[src/rtl/multichannel_decoder_pkg.sv]
// Shared constants for the spike-rate codec: sizes, codebook IDs
// and the decoder FSM state encoding.
package multichannel_decoder_pkg;

  localparam int CH_NUM              = 16;
  localparam int CH_BIT              = 4;
  localparam int SPIKE_RATE_BIT      = 4;
  localparam int ENCODER_NUM_BIT     = 2;
  localparam int MAX_CODEWORD_LENGTH = 16;

  localparam logic [1:0] CB_UNARY = 2'd0;
  localparam logic [1:0] CB_FIXED = 2'd1;
  localparam logic [1:0] CB_EXPG  = 2'd2;
  localparam logic [1:0] CB_ESC   = 2'd3;

  typedef enum logic [2:0] {
    S_IDLE,
    S_FIRST,
    S_UNARY,
    S_FIXED,
    S_EG_PREFIX,
    S_EG_SUFFIX,
    S_ESC_BODY
  } state_t;

endpackage

[src/rtl/multichannel_decoder_codebook_sel_table.sv]
// Per-channel codebook select register file.
// Synchronous write, combinational read.
module codebook_sel_table #(
  parameter int N  = 16,
  parameter int IW = 4,
  parameter int SW = 2
) (
  input  logic          clk,
  input  logic          RST,
  input  logic          we,
  input  logic [IW-1:0] wr_idx,
  input  logic [SW-1:0] wr_sel,
  input  logic [IW-1:0] rd_idx,
  output logic [SW-1:0] rd_sel
);

  logic [SW-1:0] tbl [N];

  always_ff @(posedge clk or negedge RST) begin
    if (!RST) begin
      for (int i = 0; i < N; i++) tbl[i] <= '0;
    end else if (we) begin
      tbl[wr_idx] <= wr_sel;
    end
  end

  assign rd_sel = tbl[rd_idx];

endmodule

[src/rtl/multichannel_decoder.sv]
// Serial prefix-codeword decoder: walks channels round-robin and
// emits one rate symbol per channel using its codebook select.
module multichannel_decoder #(
  parameter int CH_NUM          = multichannel_decoder_pkg::CH_NUM,
  parameter int CH_BIT          = multichannel_decoder_pkg::CH_BIT,
  parameter int SPIKE_RATE_BIT  = multichannel_decoder_pkg::SPIKE_RATE_BIT,
  parameter int ENCODER_NUM_BIT = multichannel_decoder_pkg::ENCODER_NUM_BIT
) (
  input  logic                       clk,
  input  logic                       RST,
  input  logic                       frame_start,
  input  logic                       bit_in,
  input  logic                       bit_valid,
  input  logic                       cfg_we,
  input  logic [CH_BIT-1:0]          cfg_ch,
  input  logic [ENCODER_NUM_BIT-1:0] cfg_sel,
  output logic                       sym_valid,
  output logic [CH_BIT-1:0]          sym_ch,
  output logic [SPIKE_RATE_BIT-1:0]  sym_value,
  output logic                       sym_err,
  output logic                       frame_done,
  output logic                       busy
);

  import multichannel_decoder_pkg::*;

  localparam int SRB = SPIKE_RATE_BIT;
  localparam int ZW  = $clog2(SRB + 2);
  localparam int BW  = $clog2(SRB + 1);
  localparam logic [SRB-1:0]    RMAX = '1;
  localparam logic [CH_BIT-1:0] LAST = CH_BIT'(CH_NUM - 1);

  state_t                     state, st_n, st_e;
  logic [CH_BIT-1:0]          ch, ch_n, ch_e;
  logic [SRB-1:0]             cnt, cnt_n;
  logic [ZW-1:0]              zeros, zr_n;
  logic [SRB:0]               acc, acc_n, shifted, eg_v;
  logic [BW-1:0]              bcnt, bc_n;
  logic [ENCODER_NUM_BIT-1:0] sel;
  logic                       emit, err;
  logic [SRB-1:0]             val;

  codebook_sel_table #(
    .N  (CH_NUM),
    .IW (CH_BIT),
    .SW (ENCODER_NUM_BIT)
  ) u_tbl (
    .clk    (clk),
    .RST    (RST),
    .we     (cfg_we),
    .wr_idx (cfg_ch),
    .wr_sel (cfg_sel),
    .rd_idx (ch_e),
    .rd_sel (sel)
  );

  // frame_start overrides any partial codeword; a bit in the same
  // cycle is channel 0's first bit.
  assign st_e    = frame_start ? S_FIRST : state;
  assign ch_e    = frame_start ? '0 : ch;
  assign busy    = (state != S_IDLE);
  assign shifted = {acc[SRB-1:0], bit_in};
  assign eg_v    = shifted - (SRB+1)'(1);

  always_comb begin
    st_n  = st_e;
    ch_n  = ch_e;
    cnt_n = cnt;
    zr_n  = zeros;
    acc_n = acc;
    bc_n  = bcnt;
    emit  = 1'b0;
    err   = 1'b0;
    val   = '0;
    if (bit_valid) begin
      unique case (st_e)
        S_FIRST: begin
          case (sel)
            CB_UNARY: begin
              if (bit_in) begin
                cnt_n = SRB'(1);
                if (RMAX == SRB'(1)) begin
                  emit = 1'b1;
                  val  = RMAX;
                end else begin
                  st_n = S_UNARY;
                end
              end else begin
                emit = 1'b1;
              end
            end
            CB_FIXED: begin
              acc_n = (SRB+1)'(bit_in);
              bc_n  = BW'(1);
              if (BW'(1) == BW'(SRB)) begin
                emit = 1'b1;
                val  = SRB'(bit_in);
              end else begin
                st_n = S_FIXED;
              end
            end
            CB_EXPG: begin
              if (bit_in) begin
                emit = 1'b1;
              end else begin
                zr_n = ZW'(1);
                st_n = S_EG_PREFIX;
              end
            end
            default: begin
              if (bit_in) begin
                acc_n = '0;
                bc_n  = '0;
                st_n  = S_ESC_BODY;
              end else begin
                emit = 1'b1;
              end
            end
          endcase
        end
        S_UNARY: begin
          if (!bit_in) begin
            emit = 1'b1;
            val  = cnt;
          end else begin
            cnt_n = cnt + SRB'(1);
            if (cnt_n == RMAX) begin
              emit = 1'b1;
              val  = RMAX;
            end
          end
        end
        S_FIXED, S_ESC_BODY: begin
          acc_n = shifted;
          bc_n  = bcnt + BW'(1);
          if (bc_n == BW'(SRB)) begin
            emit = 1'b1;
            val  = shifted[SRB-1:0];
          end
        end
        S_EG_PREFIX: begin
          if (!bit_in) begin
            zr_n = zeros + ZW'(1);
            if (zr_n > ZW'(SRB)) begin
              emit = 1'b1;
              err  = 1'b1;
            end
          end else begin
            acc_n = (SRB+1)'(1);
            st_n  = S_EG_SUFFIX;
          end
        end
        S_EG_SUFFIX: begin
          acc_n = shifted;
          zr_n  = zeros - ZW'(1);
          if (zr_n == '0) begin
            emit = 1'b1;
            if (eg_v > {1'b0, RMAX}) err = 1'b1;
            else val = eg_v[SRB-1:0];
          end
        end
        default: ;
      endcase
    end
    if (emit) begin
      cnt_n = '0;
      zr_n  = '0;
      acc_n = '0;
      bc_n  = '0;
      if (ch_e == LAST) begin
        st_n = S_IDLE;
        ch_n = '0;
      end else begin
        st_n = S_FIRST;
        ch_n = ch_e + CH_BIT'(1);
      end
    end
  end

  always_ff @(posedge clk or negedge RST) begin
    if (!RST) begin
      state      <= S_IDLE;
      ch         <= '0;
      cnt        <= '0;
      zeros      <= '0;
      acc        <= '0;
      bcnt       <= '0;
      sym_valid  <= 1'b0;
      sym_ch     <= '0;
      sym_value  <= '0;
      sym_err    <= 1'b0;
      frame_done <= 1'b0;
    end else begin
      state      <= st_n;
      ch         <= ch_n;
      cnt        <= cnt_n;
      zeros      <= zr_n;
      acc        <= acc_n;
      bcnt       <= bc_n;
      sym_valid  <= emit;
      sym_err    <= emit & err;
      frame_done <= emit && (ch_e == LAST);
      if (emit) begin
        sym_ch    <= ch_e;
        sym_value <= err ? RMAX : val;
      end
    end
  end

endmodule
[config.mk]
export PLATFORM = sky130hd
export DESIGN_NAME = multichannel_decoder
export DESIGN_NICKNAME = d
export VERILOG_FILES = /design/src/rtl/multichannel_decoder_pkg.sv /design/src/rtl/multichannel_decoder_codebook_sel_table.sv /design/src/rtl/multichannel_decoder.sv
export SDC_FILE = /design/constraint.sdc
export NUM_CORES = 1
export LEC_CHECK = 0
export ABC_CLOCK_PERIOD_IN_PS = 3400
export BUFFER_PORTS_ARGS = -buffer_cell sky130_fd_sc_hd__buf_2
export CAP_MARGIN = 15
export CORE_UTILIZATION = 45
export CTS_BUF_LIST = sky130_fd_sc_hd__clkbuf_16
export DETAILED_ROUTE_END_ITERATION = 12
export REMOVE_ABC_BUFFERS = 1
export SLEW_MARGIN = 15
export SYNTH_ARGS = -nofsm -noshare
export SYNTH_HDL_FRONTEND = slang
export SYNTH_SLANG_ARGS = --single-unit
[constraint.sdc]
create_clock -name clk -period 3.4 [get_ports clk]
set_input_delay 0.17 -clock clk [delete_from_list [all_inputs] [get_ports clk]]
set_output_delay 0.17 -clock clk [all_outputs]
set_load 0.01 [all_outputs]
After elaboration in Yosys (flattened, before gate mapping)

Cells that the tools add are included.

Logic and storage cells: 143
Bits of input ports: 12
Output and inout bits: 12
Flip-flop bits (word level): 64

Add/sub/neg operators: 6
Bitwise logic cells: 3
Reduce and logical (&&, ||, !) cells: 17
$lt $le $gt $ge: 5
Muxes and demuxes: 65
Equal/unequal tests: 20

Operators by type and width:

| cell                                                     | number |
|---|---|
| two-way mux 4 bit                                        | 19 |
| two-way mux 3 bit                                        | 15 |
| bitwise mux 32 bit                                       | 1 |
| inequality test 3 bit, second input constant             | 8 |
| case mux 4 bit (3 select lines)                          | 2 |
| case mux 3 bit (2 select lines)                          | 3 |
| case mux 3 bit (3 select lines)                          | 2 |
| case mux 4 bit (2 select lines)                          | 2 |
| AND reduction 5 bit                                      | 3 |
| two-way mux 1 bit                                        | 13 |
| equality test 3 bit, second input constant               | 4 |
| greater-or-equal comparator 5 bit, second input constant | 2 |
| inverter 4 -> 5 bit                                      | 2 |
| nonzero test 3 bit                                       | 3 |
| adder 4 x 1 -> 4 bit, second input constant              | 2 |
| binary-select mux 2 bit (select 4 bit)                   | 1 |
| demux 2 bit (select 4 bit)                               | 1 |
| equality test 4 bit, second input constant               | 2 |
| nonzero test 4 bit                                       | 2 |
| adder 3 x 1 -> 3 bit, second input constant              | 2 |
| equality test 3 x 2 -> 1 bit, second input constant      | 2 |
| two-way mux 2 bit                                        | 3 |
| > comparator 5 x 4 -> 1 bit, second input constant       | 1 |
| < comparator 5 x 1 -> 1 bit, second input constant       | 1 |
| 17 further kinds                                         | 20 |

Logic depth before layout (Yosys ltp)

Word-level depth: 11
Depth in mapped cells: 16
Mapped depth without buffers: 15

Cells and area by module

A second synthesis with hierarchy kept.

Cells, all modules: 373
Area total of the unflattened synthesis: 3788.6 µm²

By module, submodules not included:

| module               | area an instance (µm²) | cells an instance | times used |
|---|---|---|---|
| multichannel_decoder | 2227.1                 | 262               | 1 |
| codebook_sel_table   | 1561.5                 | 111               | 1 |

Worst setup path before layout

No wires, ideal clock.

Path type: register to register
Start point: register ch[0]
End point: register bcnt[2]
Path slack: 753 ps
Clock period less this slack: 2647 ps
Arrival: 2564 ps
Stages on the path, launching flop included: 15
Setup time: 83 ps
Cells stage by stage: dfrtp_1 -> nor2b_1 -> buf_2 -> a221o_1 -> a21oi_1 -> nor3_1 -> a21oi_1 -> ha_1 -> mux2i_1 -> nand2_1 -> nand4_4 -> nand2_4 -> inv_2 -> or3_1 -> o21ai_0

Cells in the longest elaborated chain, start to end: 11
Elaborated cells between the ends (all ways): 21
Those cells by class: 4 x eq/ne; 11 x mux; 1 x bitwise; 5 x reduce/logical

RTL lines:

| what                                                                       | line                                          | text |
|---|---|---|
| start, declared                                                            | multichannel_decoder.sv:34                    | `logic [CH_BIT-1:0] ch, ch_n, ch_e;` |
| start signal, assigned                                                     | multichannel_decoder.sv:195                   | `ch <= ch_n;` |
| two-way mux 4 bit *                                                        | multichannel_decoder.sv:60                    | `assign ch_e = frame_start ? '0 : ch;` |
| named net ch_e[0]                                                          | multichannel_decoder.sv:34                    |  |
| inverter 4 -> 5 bit (not written as such) *                                | multichannel_decoder_codebook_sel_table.sv:27 | `assign rd_sel = tbl[rd_idx];` |
| binary-select mux 2 bit (select 4 bit) *                                   | multichannel_decoder_codebook_sel_table.sv:27 |  |
| two-way mux 2 bit (not written as such) * (2 in series)                    | multichannel_decoder_codebook_sel_table.sv:27 |  |
| equality test 2 bit / equality test 2 x 1 -> 1 bit (equally long branches) | multichannel_decoder.sv:78                    | `case (sel)` |
| case mux 1 bit (2 select lines) *                                          | multichannel_decoder.sv:78                    |  |
| case mux 1 bit (5 select lines) *                                          | multichannel_decoder.sv:76                    | `unique case (st_e)` |
| two-way mux 1 bit *                                                        | multichannel_decoder.sv:75                    | `if (bit_valid) begin` |
| named net emit                                                             | multichannel_decoder.sv:40                    | `logic emit, err;` |
| inequality test 4 bit (no source line), or another cell as far along       | --                                            |  |
| AND reduction 4 bit (no source line)                                       | --                                            |  |
| end signal, assigned                                                       | multichannel_decoder.sv:199                   | `bcnt <= bc_n;` |
| end, declared                                                              | multichannel_decoder.sv:38                    | `logic [BW-1:0] bcnt, bc_n;` |

Mark *: on every way through the listed nets, which the timed path passes. The rest lies on a longest branch. The select of a mux whose other input is x is not followed.
A chain may end at the register's enable or synchronous reset.

Worst setup path in the final report

Start point: register ch[0]
End point: register bcnt[2]

Cells in the longest elaborated chain, start to end: 11
Elaborated cells between the ends (all ways): 21
Those cells by class: 4 x eq/ne; 11 x mux; 1 x bitwise; 5 x reduce/logical

RTL lines:

| what                                                                       | line |
|---|---|
| two-way mux 4 bit *                                                        | multichannel_decoder.sv:60 |
| inverter 4 -> 5 bit (not written as such) *                                | multichannel_decoder_codebook_sel_table.sv:27 |
| binary-select mux 2 bit (select 4 bit) *                                   | multichannel_decoder_codebook_sel_table.sv:27 |
| two-way mux 2 bit (not written as such) * (2 in series)                    | multichannel_decoder_codebook_sel_table.sv:27 |
| equality test 2 bit / equality test 2 x 1 -> 1 bit (equally long branches) | multichannel_decoder.sv:78 |
| case mux 1 bit (2 select lines) *                                          | multichannel_decoder.sv:78 |
| case mux 1 bit (5 select lines) *                                          | multichannel_decoder.sv:76 |
| two-way mux 1 bit *                                                        | multichannel_decoder.sv:75 |
| named net emit                                                             | multichannel_decoder.sv:40 |
| inequality test 4 bit (no source line), or another cell as far along       | -- |
| AND reduction 4 bit (no source line)                                       | -- |

Marks and branches as above.

==> results.toml <==
[outcome]
status = "complete, no violations"

[setup_path]
worstRegToRegCells = 14
critPathLaunchType = "flip-flop"
path_class = "reg2reg"
worst_ep_arrival_time_ns = 3.29
cp-end-kind = "flip-flop"
crit_required_ns = 3.64
r2r_start = "ch[0]$_DFF_PN0_"
cp_max_fo = 21
r2r_setup_slack_ns = 0.35
r2r-end = "bcnt[2]$_DFFE_PN0P_"

[logic_synthesis]
ys.flop_type = "dfrtp_1"
avgSynthCellArea_sq_um = 9.64
synth-async-reset-ratio_pct = 100
seq_area_frac_synth_pct = 40.9
synth_edf_count = 0
ys_types = 61
yosys_warnings = 0
syn_inst = 406
ys_top_cells_by_area = "dfrtp_1 (41%), mux2_2 (9.2%), ha_1 (4.8%)"
yosysTopAreaCellShare_pct = 40.9
syn_area_sq_mm = 0.00392
synth_top_cell_by_area = "dfrtp_1"
ys_seq_elements = 64

[routing]
first_iter_violations = 112
via_count = 3023
routedWlPerCell_microns = 16.4
drc = 0
firstDrtPassIters = 4
wirelength_microns = 8770
viasPerCell = 5.65
postRouteAntennaNets = 0

[floorplan]
io_pins = 24
die_h_microns = 95.3
fp.dieW_microns = 95.3
fp.coreArea_sq_mm = 0.00830
die_area_sq_mm = 0.00908
rows = 33
initial_core_util_pct = 47.2

[hold_path]
hold_depth = 3
hold_class = "in2reg"
hold-path-endpoint = "state[1]$_DFF_PN0_"
hp-start = "bit_valid"

[cells_and_area]
drive_gt1_share_pct = 20.7
final_nets = 455
antennaDiodeCount = 0
final_cell_mix = "dfrtp_1 (63), nand2_1 (41), nor2_1 (36), mux2_2 (32), o21ai_0 (26)"
area_growth_pct = 11.6
final_common_cell = "dfrtp_1"

[timing]
setup_violations = 0
finalSetupTns_ns = 0
slew_viol_final = 0
final.period_utilization_pct = 89.6
rsz0062_at_grt = "no"
hold_violations = 0
worst_slew_pin_slew_ns = 0.728
relSlewSlack_pct = 51.2
min_period_ns = 3.05
max_freq_mhz = 328
skew_ns = 0.00730

[power_and_ir_drop]
netSwitchingFraction_pct = 35.5
combPwrFrac_pct = 33.8
p_leak_uw = 0.00191
ir_worst_vdd_uv = 327
clock_power_share_pct = 27.2
pwr-share-seq_pct = 39.0
p_switching_uw = 1010
cellPowerDensity_mw_per_mm2 = 652
power_uw = 2850
internal_power_uw = 1840

[run]
cap_violations = 0

[cts]
clock_latency_ns = 0.32
cts_buffers = 9
cts_tree = "done"
htreeDepth = 3
clk_path_buf_depth = 2
post-cts-setup-buffers = 0
cts.sinks = 64
cts-root-buf = "clkbuf_16"
path_clk_slew_ns = 0.05

[grt]
grt_pass1_wl_microns = 14900
grt_max_degree = 49
gr-total-overflow = 0
grt.total_usage_pct = 21.5
antenna_found_initial = 0
grt_pass1_vias = 3058

[placement]
io_buffers = 23
gp_congestion = 0.807
post-dp-hpwl_microns = 6380
==> cells by family (layout without fill, tap and decap cells) <==
kind of cell / Yosys count / count (layout) / share of synthesized area (%)
compound gates: 89 / 89 / 15.1
xor+xnor: 12 / 12 / 2.68
fa+ha+maj: 15 / 15 / 4.79
buf+inv: 38 / 62 / 4.60
flops: 64 / 64 / 40.9
mux: 46 / 46 / 12.8
simple gates: 142 / 142 / 19.1
==> cell usage after synthesis, types with 4 or more instances <==
master and instances:
clkbuf_1 8, o21ai_0 26, a21oi_1 19, a21o_1 4, buf_2 6, inv_1 16
mux2_2 32, nand3_1 14, dfrtp_1 64, xnor2_1 9, mux2i_1 14, nor2b_1 6
nand2b_1 13, nand2_1 41, o22ai_1 6, a221o_1 4, nor2_1 36, buf_4 4
nor3_1 10, a211oi_1 7, ha_1 15
==> power by group through the flow <==
stage / combinational [uW] / clock, uW / sequential (uW)
after floorplan: 698 / 0 / 1080
after global placement: 928 / 0 / 1120
after detailed placement: 946 / 0 / 1120
after CTS: 956 / 789 / 1110
after global routing: 1090 / 817 / 1140
final: 963 / 775 / 1110
==> timing repair <==
action,in CTS,in global routing
endpoints found under the setup margin,0,12
hold buffers,1,0
resized for setup,0,3
hold endpoints to repair,16,0
==> how the worst max path moves through the flow <==
stage	end	cells after the start	from
final	bcnt[2]$_DFFE_PN0P_	14	ch[0]$_DFF_PN0_
after global routing	acc[3]$_DFFE_PN0P_	14	ch[0]$_DFF_PN0_
after CTS	bcnt[2]$_DFFE_PN0P_	14	ch[0]$_DFF_PN0_
after detailed placement	bcnt[2]$_DFFE_PN0P_	14	ch[0]$_DFF_PN0_
after global placement	bcnt[2]$_DFFE_PN0P_	14	ch[0]$_DFF_PN0_
after floorplan	bcnt[2]$_DFFE_PN0P_	13	ch[0]$_DFF_PN0_
==> critical path, stage by stage (launching register included) <==
cell,delay [ns]
dfrtp_2,0.46
nor2b_1,0.15
buf_4,0.18
a221o_1,0.31
a21oi_1,0.20
nor3_1,0.10
a21oi_2,0.19
ha_1,0.28
mux2i_1,0.12
nand2_1,0.12
nand4_4,0.16
nand2_8,0.21
inv_2,0.06
or3_1,0.33
o21ai_0,0.08
==> flip-flops by register name, indices dropped and copies added (netlist names) <==
signal      count
u_tbl.tbl      32
acc             4
ch              4
cnt             4
sym_ch          4
sym_value       4
bcnt            3
state           3
zeros           3
frame_done      1
sym_err         1
sym_valid       1
==> stage by stage <==
stage               cells  util [%]  worst slack, ns  hold slack, ns  instance area, sq um
floorplan             385         -            0.178          -0.126                  3800
global placement      521      49.5            0.269           0.124                  4110
detailed placement    521      49.5            0.195           0.129                  4110
CTS                   535      52.5            0.170           0.257                  4360
global route          535      52.7           0.0842           0.305                  4370
finish                535      52.7            0.355           0.293                  4370
==> layer usage <==
layer  routed length, microns  track usage [%]  vias to the layer above
li1                         -                -                     1479
met1                     3980             26.1                     1479
met2                     4400             38.0                       56
met3                      294             3.67                        9
met4                       94             7.70                        0
met5                        0                0                        -
==> final cells by class <==
| type | count | area [sq um] |
|---|---|---|
| inverter | 17 | 63.8 |
| timing repair buffer | 32 | 185 |
| clock buffer | 9 | 225 |
| tap | 105 | 131 |
| sequential | 64 | 1600 |
| fill | 771 | 3930 |
| multi-input combinational | 304 | 2150 |
| clock inverter | 4 | 16.3 |
(Power assumes the default switching activity.)
